File: src/rtl/adc_scan_sequencer.sv
`timescale 1ns/1ps
// adc_scan_sequencer
// Steps the analog mux through a channel mask, waits a settling time, pulses
// the ADC trigger and collects one conversion per enabled channel. It supports
// single-shot and continuous scans, and each conversion has a timeout.
//
// Ports:
//   clk, reset     rising-edge clock, synchronous active-high reset
//   start          begin a scan (IDLE only)
//   abort          return to IDLE immediately, suppressing results
//   continuous     re-latch chan_mask and rescan after the last channel
//   chan_mask      channels to convert, bit i = channel i
//   err_clr        clears the sticky timeout_err flag
//   adc_done       single-cycle conversion-complete strobe, adc_data valid with it
//   amux_sel       registered mux select
//   adc_trigger    single-cycle conversion start (decoded from state)
//   res_valid      single-cycle result strobe, with res_ch / res_data
//   scan_done      single-cycle pulse at the end of each scan pass
//   busy           state is not IDLE
//   timeout_err    sticky: some conversion timed out
module adc_scan_sequencer #(
  parameter int NUM_CH         = 8,
  parameter int CH_W           = 3,
  parameter int DATA_W         = 32,
  parameter int SETTLE_CYCLES  = 4,
  parameter int TIMEOUT_CYCLES = 64
) (
  input  logic              clk,
  input  logic              reset,
  input  logic              start,
  input  logic              abort,
  input  logic              continuous,
  input  logic [NUM_CH-1:0] chan_mask,
  input  logic              err_clr,
  input  logic              adc_done,
  input  logic [DATA_W-1:0] adc_data,
  output logic [CH_W-1:0]   amux_sel,
  output logic              adc_trigger,
  output logic              res_valid,
  output logic [CH_W-1:0]   res_ch,
  output logic [DATA_W-1:0] res_data,
  output logic              scan_done,
  output logic              busy,
  output logic              timeout_err
);

  localparam int CNT_MAX = (SETTLE_CYCLES > TIMEOUT_CYCLES) ? SETTLE_CYCLES : TIMEOUT_CYCLES;
  localparam int CNT_W   = $clog2(CNT_MAX + 1);
  localparam logic [CNT_W-1:0] SETTLE_LOAD  = CNT_W'(SETTLE_CYCLES - 1);
  localparam logic [CNT_W-1:0] TIMEOUT_LOAD = CNT_W'(TIMEOUT_CYCLES - 1);

  typedef enum logic [1:0] {IDLE, SETTLE, TRIG, WAIT} state_t;

  state_t              state, state_n;
  logic [CNT_W-1:0]    cnt, cnt_n;
  logic [NUM_CH-1:0]   mask_rem, mask_n;
  logic [NUM_CH-1:0]   cur_bit, remaining;
  logic [CH_W-1:0]     sel_n, res_ch_n;
  logic [DATA_W-1:0]   res_data_n;
  logic                res_valid_n, scan_done_n, err_set;

  function automatic logic [CH_W-1:0] lowest_bit(input logic [NUM_CH-1:0] m);
    lowest_bit = '0;
    for (int i = NUM_CH - 1; i >= 0; i--) begin
      if (m[i]) lowest_bit = CH_W'(i);
    end
  endfunction

  assign adc_trigger = (state == TRIG);
  assign busy        = (state != IDLE);

  // Channels below the current one are already cleared, so whatever is left
  // after dropping the current bit is exactly the set of channels above it.
  always_comb begin
    cur_bit           = '0;
    cur_bit[amux_sel] = 1'b1;
    remaining         = mask_rem & ~cur_bit;
  end

  // Next-state logic. The timeout budget is counted from the trigger cycle,
  // so the counter is loaded on entry to TRIG and already ticks once in TRIG;
  // the advance then lands SETTLE_CYCLES+TIMEOUT_CYCLES edges after the start.
  always_comb begin
    state_n     = state;
    cnt_n       = cnt;
    mask_n      = mask_rem;
    sel_n       = amux_sel;
    res_valid_n = 1'b0;
    res_ch_n    = res_ch;
    res_data_n  = res_data;
    scan_done_n = 1'b0;
    err_set     = 1'b0;
    if (abort) begin
      state_n = IDLE;
    end else begin
      case (state)
        IDLE: begin
          if (start && (chan_mask != '0)) begin
            mask_n  = chan_mask;
            sel_n   = lowest_bit(chan_mask);
            cnt_n   = SETTLE_LOAD;
            state_n = SETTLE;
          end
        end
        SETTLE: begin
          if (cnt == '0) begin
            cnt_n   = TIMEOUT_LOAD;
            state_n = TRIG;
          end else begin
            cnt_n = cnt - CNT_W'(1);
          end
        end
        TRIG: begin
          state_n = WAIT;
          if (cnt != '0) cnt_n = cnt - CNT_W'(1);
        end
        WAIT: begin
          if (adc_done || (cnt == '0)) begin
            // adc_done takes precedence over a timeout on the same edge
            if (adc_done) begin
              res_valid_n = 1'b1;
              res_ch_n    = amux_sel;
              res_data_n  = adc_data;
            end else begin
              err_set = 1'b1;
            end
            mask_n = remaining;
            if (remaining != '0) begin
              sel_n   = lowest_bit(remaining);
              cnt_n   = SETTLE_LOAD;
              state_n = SETTLE;
            end else begin
              scan_done_n = 1'b1;
              if (continuous && (chan_mask != '0)) begin
                mask_n  = chan_mask;
                sel_n   = lowest_bit(chan_mask);
                cnt_n   = SETTLE_LOAD;
                state_n = SETTLE;
              end else begin
                state_n = IDLE;
              end
            end
          end else begin
            cnt_n = cnt - CNT_W'(1);
          end
        end
        default: state_n = IDLE;
      endcase
    end
  end

  // State and output registers. A timeout set wins over err_clr on the same edge.
  always_ff @(posedge clk) begin
    if (reset) begin
      state       <= IDLE;
      cnt         <= '0;
      mask_rem    <= '0;
      amux_sel    <= '0;
      res_valid   <= 1'b0;
      res_ch      <= '0;
      res_data    <= '0;
      scan_done   <= 1'b0;
      timeout_err <= 1'b0;
    end else begin
      state     <= state_n;
      cnt       <= cnt_n;
      mask_rem  <= mask_n;
      amux_sel  <= sel_n;
      res_valid <= res_valid_n;
      res_ch    <= res_ch_n;
      res_data  <= res_data_n;
      scan_done <= scan_done_n;
      if (err_set) timeout_err <= 1'b1;
      else if (err_clr) timeout_err <= 1'b0;
    end
  end

endmodule
File: config.mk
export PLATFORM = sky130hd
export DESIGN_NAME = adc_scan_sequencer
export DESIGN_NICKNAME = d
export VERILOG_FILES = /design/src/rtl/adc_scan_sequencer.sv
export SDC_FILE = /design/constraint.sdc
export NUM_CORES = 1
export LEC_CHECK = 0
export BUFFER_PORTS_ARGS = -buffer_cell sky130_fd_sc_hd__buf_2
export CAP_MARGIN = 25
export CORE_MARGIN = 5
export CORE_UTILIZATION = 49
export CTS_CLUSTER_DIAMETER = 100
export DETAILED_ROUTE_END_ITERATION = 10
export HOLD_SLACK_MARGIN = 0.06
export PLACE_DENSITY = 0.77
export SLEW_MARGIN = 15
export SYNTH_ARGS = -nofsm -noshare
export SYNTH_HDL_FRONTEND = slang
export SYNTH_SLANG_ARGS = --single-unit
File: constraint.sdc
create_clock -name clk -period 2.8 [get_ports clk]
set_clock_uncertainty 0.1 [all_clocks]
set_input_delay 0.56 -clock clk [delete_from_list [all_inputs] [get_ports clk]]
set_output_delay 0.56 -clock clk [all_outputs]
set_load 0.05 [all_outputs]
==> summary.md, run 1 <==
| Metric | Value |
|---|---|
| Status | completed |
| Mean Syn Cell Area | 7.85 um2 |
| Post-route ant nets | 0 |
| Area of the mapped netlist | 2930 um2 |
| Main synth FF type | dfxtp_1 |
| CTS Buf Count | 9 |
| Area Overhead vs Synth | 23.5% |
| CP Launch Type | register |
| Crit-path max FO | 17 |
| Minimum clock period after layout | 2.58 ns |
| Worst Slack Setup Final | 0.224 ns |
| Yosys reg bits | 58 |
| Num rows | 28 |
| Number of synthesis warnings | 0 |
| Clock transition at path regs | 0.07 ns |
| Final Hold Viols | 0 |
| Vias | 2,817 |
| Post-synthesis simple-gate area fraction | 23.9% |
| GRT Resource Usage Total | 19.2% |
| Met3 Use GR | 3.88% |
| Final HPWL DP | 5.24 mm |
| Asr flop ratio synth | 0% |
| Fmax | 0.388 GHz |
| Post-synth EDFFs | 0 |
| H-tree lvl count | 3 |
| Die outline area | 7620 um2 |
| Largest family of logic cells by synthesized area | compound AO/OA/AOI/OAI gates |
| Antenna Cells | 0 |
| Filler cell count | 536 |
| Mapped Nets | 427 |
| Clock Latency Late Sink | 0.32 ns |
| CTS Buffer Depth | 2 |
| Synth Area in Compound Gates | 25.3% |
| R2R setup slack | 0.22 ns |
| Number of clock sinks | 58 |
| Global routing usage on met2 | 31.5% |
| TritonCTS clock tree | yes |
| Port Buffers | 89 |
| Commonest non-fill, non-tap cells in the layout | nand2_1 (93), buf_2 (89), dfxtp_1 (58), a21oi_1 (45), nor2_1 (26) |
| Worst rel slew slack | 40.1% |
| Final period util | 92.0% |
| Worst Path Arrival | 2.72 ns |
| Vert. Die Dim | 87.3 um |
| Cell count after synthesis | 373 |
| Initial Util | 50.0% |
| GRT overflow | 0 |
| First-pass iteration count of the detailed router | 6 |
| Final WL | 7.31 mm |
| Worst slew pin tran | 0.898 ns |
| Fin cells | 537 |
| Initial DRC count | 138 |
| Final Net Count | 512 |
| CORE AREA | 5850 um2 |
| Root Buffer | clkbuf_8 |
| P per Cell Area | 507 nW/um2 |
| RePlAce Congestion | 0.831 |
| Setup TNS | 0 ns |
| Worst VDD drop | 0.264 mV |
| Number of primary I/O pins | 90 |
| RSZ-0062 raised after global routing | false |
| MaxCap Viol Count | 0 |
| Most used routing layer | met2 |
| Endpoints failing setup | 0 |
| Adder-cell area share of the yosys netlist | 2.99% |
| Cell count after placement | 522 |
| Layout cells sized above 1 | 29.9% |
| Critical path type | reg -> reg |
| Number of antenna violations at the first check in global routing | 0 |
| DR DRC count | 0 |
| Most common cell after layout, fill and taps aside | nand2_1 |
| Critical path capture point type | register |
| LEAKAGE | 1.48 nW |
| Sequential fraction of the synthesis area | 39.7% |
| Tot Pwr | 1.83 mW |
| Hold WC Path Type | reg -> reg |
| Largest net degree at the start of global routing | 46 |
| First-pass GRT wire length | 11.9 mm |
| Setup WS pre-CTS | 0.112 ns |
| DR WL/cell | 13.6 um |
| Met1 usage | 23.6% |
| Hold slack | 0.351 ns |
| Synth unique cells | 52 |
| Die span in x | 87.3 um |
| Number of vias per cell | 5.25 |
| Slew Viols, Final | 0 |
| Req. time, crit path | 2.95 ns |
| Mux contribution to synthesized area | 2.65% |
| Xor and xnor area share after synthesis | 0.299% |
| Vias in the first global route | 2,663 |
==> synthesized netlist by cell type (all sizes together), types with 4 or more instances <==
library cell / number / share of area [%]
nand2: 93 / 12
dfxtp: 58 / 40
buf: 5 / 1.3
a32oi: 6 / 1.8
nand3: 4 / 0.68
nand2b: 6 / 1.3
nor2b: 5 / 1.1
a21oi: 50 / 9.2
mux2i: 4 / 1.4
nor2: 27 / 3.5
a221oi: 4 / 1.4
clkbuf: 18 / 2.3
o21ai: 20 / 4.6
inv: 12 / 1.5
nor3: 5 / 0.85
ha: 7 / 3.0
==> state kept, by name, indices dropped and copies added (netlist names) <==
name and count:
amux_sel 3, res_ch 3, timeout_err 1, cnt 7
mask_rem 8, res_valid 1, state 2, scan_done 1
res_data 32
==> what timing repair did <==
| item | 4_1_cts | 5_1_grt |
|---|---|---|
| hold buffers | 0 | 0 |
| buffers inserted | 0 | 0 |
| gates resized for setup | 0 | 1 |
| setup endpoints to repair | 0 | 8 |
| hold endpoints to repair | 0 | 0 |
==> layout make-up <==
cell class	instances	area [um2]	area share, %
timing repair buffer	97	505	14.0
tap	75	93.8	2.60
clock buffer	9	124	3.43
sequential	58	1160	32.1
multi-input combinational	280	1630	45.0
inverter	12	45.0	1.25
clock inverter	6	58.8	1.63
==> kinds of logic after synthesis <==
| group | count (synthesis) |
|---|---|
| mux | 7 |
| fa+ha+maj | 7 |
| compound gates | 107 |
| flops | 58 |
| simple gates | 158 |
| xor+xnor | 1 |
| buf+inv | 35 |
==> path summary, 6_finish.rpt <==
kind                  start          end  cells past startpoint
setup / recovery     cnt[0]  amux_sel[2]                      8
hold / removal    res_ch[1]    res_ch[1]                      2
setup reg to reg     cnt[0]  amux_sel[2]                      8
hold reg to reg   res_ch[1]    res_ch[1]                      2
==> stage by stage <==
stage          util [%]  area, um2
5_1_grt            61.8       3610
4_1_cts            61.6       3610
3_3_place_gp       58.5       3420
3_5_place_dp       58.5       3420
6_report           61.8       3610
2_1_floorplan         -       2930
==> per-layer routing <==
layer	wire [um]	part of all wire (%)
met5	0	0
met4	197	2.7
met3	479	6.5
met1	3190	44
met2	3450	47
==> critical path, stage by stage, from the launching register on <==
cell	delay, ns
dfxtp_1	0.32
inv_1	0.10
ha_1	0.14
nor4b_2	0.25
a21boi_0	0.24
a2111oi_4	0.73
o21ai_2	0.21
a211o_1	0.27
a21oi_1	0.13
==> power breakdown <==
group	internal (mW)	total, mW	switching (mW)
clock network	0.401	0.723	0.322
registers	0.839	0.857	0.0179
logic	0.105	0.252	0.147
Note: power is estimated with default switching activity, not from simulation.
==> inputs of run 2 (changes only) <==
Clock period 2.8 ns to 2.4 ns, I/O delays scaled along.
==> run 2 against run 1 <==
Effect of this change: sequential cell count stayed put; total power is 12% higher; register-to-register slack worse by 0.15 ns; clock power grew 0.7%; critical path depth up 1; non-clock buffer count grew 10; via count rose by 2.0%; clock-buffer cell count did not move; first-iteration DRC count fell by 19%; combinational power up 28%; sequential share of layout area is 0.75 points lower; worst hold slack worse by 0.070 ns; critical path type unchanged.
==> summary.md, run 2 (synthesis gave the netlist of run 1 again) <==
| Metric | Value |
|---|---|
| Status | completed |
| Largest net degree at the start of global routing | 36 (-22%) |
| Fin cells | 547 (+1.9%) |
| Post-route ant nets | 0 (unchanged) |
| GRT overflow | 0 (unchanged) |
| Worst Path Arrival | 2.48 ns (-0.24 ns) |
| Final Hold Viols | 0 (unchanged) |
| Max reg flops | 32 (unchanged) |
| Crit-path max FO | 12 (-5) |
| Area Overhead vs Synth | 27.1% |
| Die span in x | 87.3 um (unchanged) |
| LEAKAGE | 1.54 nW (+3.6%) |
| Commonest non-fill, non-tap cells in the layout | nand2_1 (93), buf_2 (89), dfxtp_1 (55), a21oi_1 (45), nor2_1 (26) |
| Root Buffer | clkbuf_8 |
| CTS Buf Count | 9 (unchanged) |
| Critical path, cell by cell | inv_1, ha_1, nor4b_2, and2_1, a221oi_2, o21ai_4, buf_12, or3b_2, a21oi_2 |
| Clock Latency Late Sink | 0.32 ns (about the same) |
| Req. time, crit path | 2.56 ns (-0.39 ns) |
| CP Launch Type | register |
| Minimum clock period after layout | 2.32 ns (-0.252 ns) |
| Die outline area | 7620 um2 (unchanged) |
| Most common cell after layout, fill and taps aside | nand2_1 |
| DR WL/cell | 13.2 um (-3.2%) |
| Vias | 2,874 (+2.0%) |
| Port Buffers | 89 (unchanged) |
| Fmax | 0.430 GHz (+11%) |
| CTS Buffer Depth | 2 (unchanged) |
| Antenna Cells | 0 (unchanged) |
| RSZ-0062 raised after global routing | false |
| Hold slack | 0.281 ns (-0.0697 ns) |
| Critical path type | reg -> reg |
| Worst rel slew slack | 52.1% (+12 points) |
| Layout cells sized above 1 | 32.2% (+2.3 points) |
| DRT met1 WL | 3.07 mm (-3.8%) |
| First-pass GRT wire length | 11.6 mm (-2.1%) |
| Num rows | 28 (unchanged) |
| Number of primary I/O pins | 90 (unchanged) |
| RePlAce Congestion | 0.863 (+3.8%) |
| Number of vias per cell | 5.25 (+0.16%) |
| Clock transition at path regs | 0.07 ns (about the same) |
| Critical path's slowest cell | or3b_2 |
| H-tree lvl count | 3 (unchanged) |
| Max incr delay on CP | 0.47 ns (-0.26 ns) |
| Initial DRC count | 112 (-19%) |
| Uppermost routed layer | met4 |
| TritonCTS clock tree | yes |
| Worst VDD drop | 0.317 mV (+20%) |
| Initial Util | 50.0% (unchanged) |
| MaxCap Viol Count | 0 (unchanged) |
| Worst slew pin tran | 0.718 ns (-0.180 ns) |
| CORE AREA | 5850 um2 (unchanged) |
| P per Cell Area | 551 nW/um2 (+8.7%) |
| Vias in the first global route | 2,668 (+0.19%) |
| Final Net Count | 522 (+2.0%) |
| Routed wl met2 | 3.52 mm (+2.1%) |
| Slew Viols, Final | 0 (unchanged) |
| Final period util | 96.8% (+4.8 points) |
| Number of clock sinks | 58 (unchanged) |
| Cell count after placement | 529 (+1.3%) |
| Setup TNS | 0 ns (unchanged) |
| First-pass iteration count of the detailed router | 5 (-1) |
| Final HPWL DP | 5.29 mm (+1.0%) |
| Critical path capture point type | register |
| Biggest regs | res_data (32), mask_rem (8), cnt (7) |
| Endpoints failing setup | 0 (unchanged) |
| DR DRC count | 0 (unchanged) |
| WL met3 | 515 um (+7.5%) |
| Number of antenna violations at the first check in global routing | 0 (unchanged) |
| Final WL | 7.21 mm (-1.4%) |
| R2R setup slack | 0.08 ns (-0.15 ns) |
| GRT Resource Usage Total | 18.6% (-0.55 points) |
| Hold WC Path Type | in -> reg |
| Reg with most FFs | res_data |
| Vert. Die Dim | 87.3 um (unchanged) |
==> run 2: metal layers <==
metal / global-route usage, % / vias to the layer above
li1: - / 1480
met1: 22.7 / 1288
met2: 31.9 / 91
met3: 5.01 / 15
met4: 5.72 / 0
met5: 0 / -
==> run 2: stage by stage <==
step	power, mW	utilization, %	cell area (um2)	setup WS (ns)
after floorplan	1.22	-	2930	0.0148
after global placement	1.32	59.9	3510	0.111
after detailed placement	1.33	59.9	3510	0.0756
after CTS	2.06	62.6	3660	0.0792
after global routing	2.15	63.6	3720	0.000529
final	2.05	63.6	3720	0.0756
==> run 2: area by class of cell <==
cell class                      count  area, um2
Multi-Input combinational cell    280       1630
Clock inverter                      6       35.0
Inverter                           12       45.0
Fill cell                         526       2130
Sequential cell                    58       1170
Clock buffer                        9        124
Tap cell                           75       93.8
Timing Repair Buffer              107        623
==> run 2: repair_timing <==
action / 4_1_cts / 5_1_grt
endpoints found under the setup margin: 0 / 12
gates resized for setup: 0 / 7
endpoints found under the hold margin: 0 / 0
buffers inserted: 0 / 3
hold buffers: 0 / 0
==> run 2: path summary, 6_finish.rpt <==
path,from,endpoint,cells past startpoint
setup / recovery,cnt[0],cnt[3],9
hold / removal,adc_data[6],res_data[6],3
hold reg to reg,res_data[10],res_data[10],2
setup reg to reg,cnt[0],cnt[3],9
==> run 2: where the power goes <==
part           internal [mW]  leakage [nW]  switching (mW)
registers              0.980         0.470          0.0199
logic                  0.144         0.987           0.179
clock network          0.360        0.0806           0.368
total                   1.48          1.54           0.567
==> run 2: critical path: cells and delay by family (launching register included) <==
family / cells / cell delay [ns]
simple gates: 3 / 0.83
compound gates: 3 / 0.58
flops: 1 / 0.34
buf+inv: 2 / 0.23
fa+ha+maj: 1 / 0.19
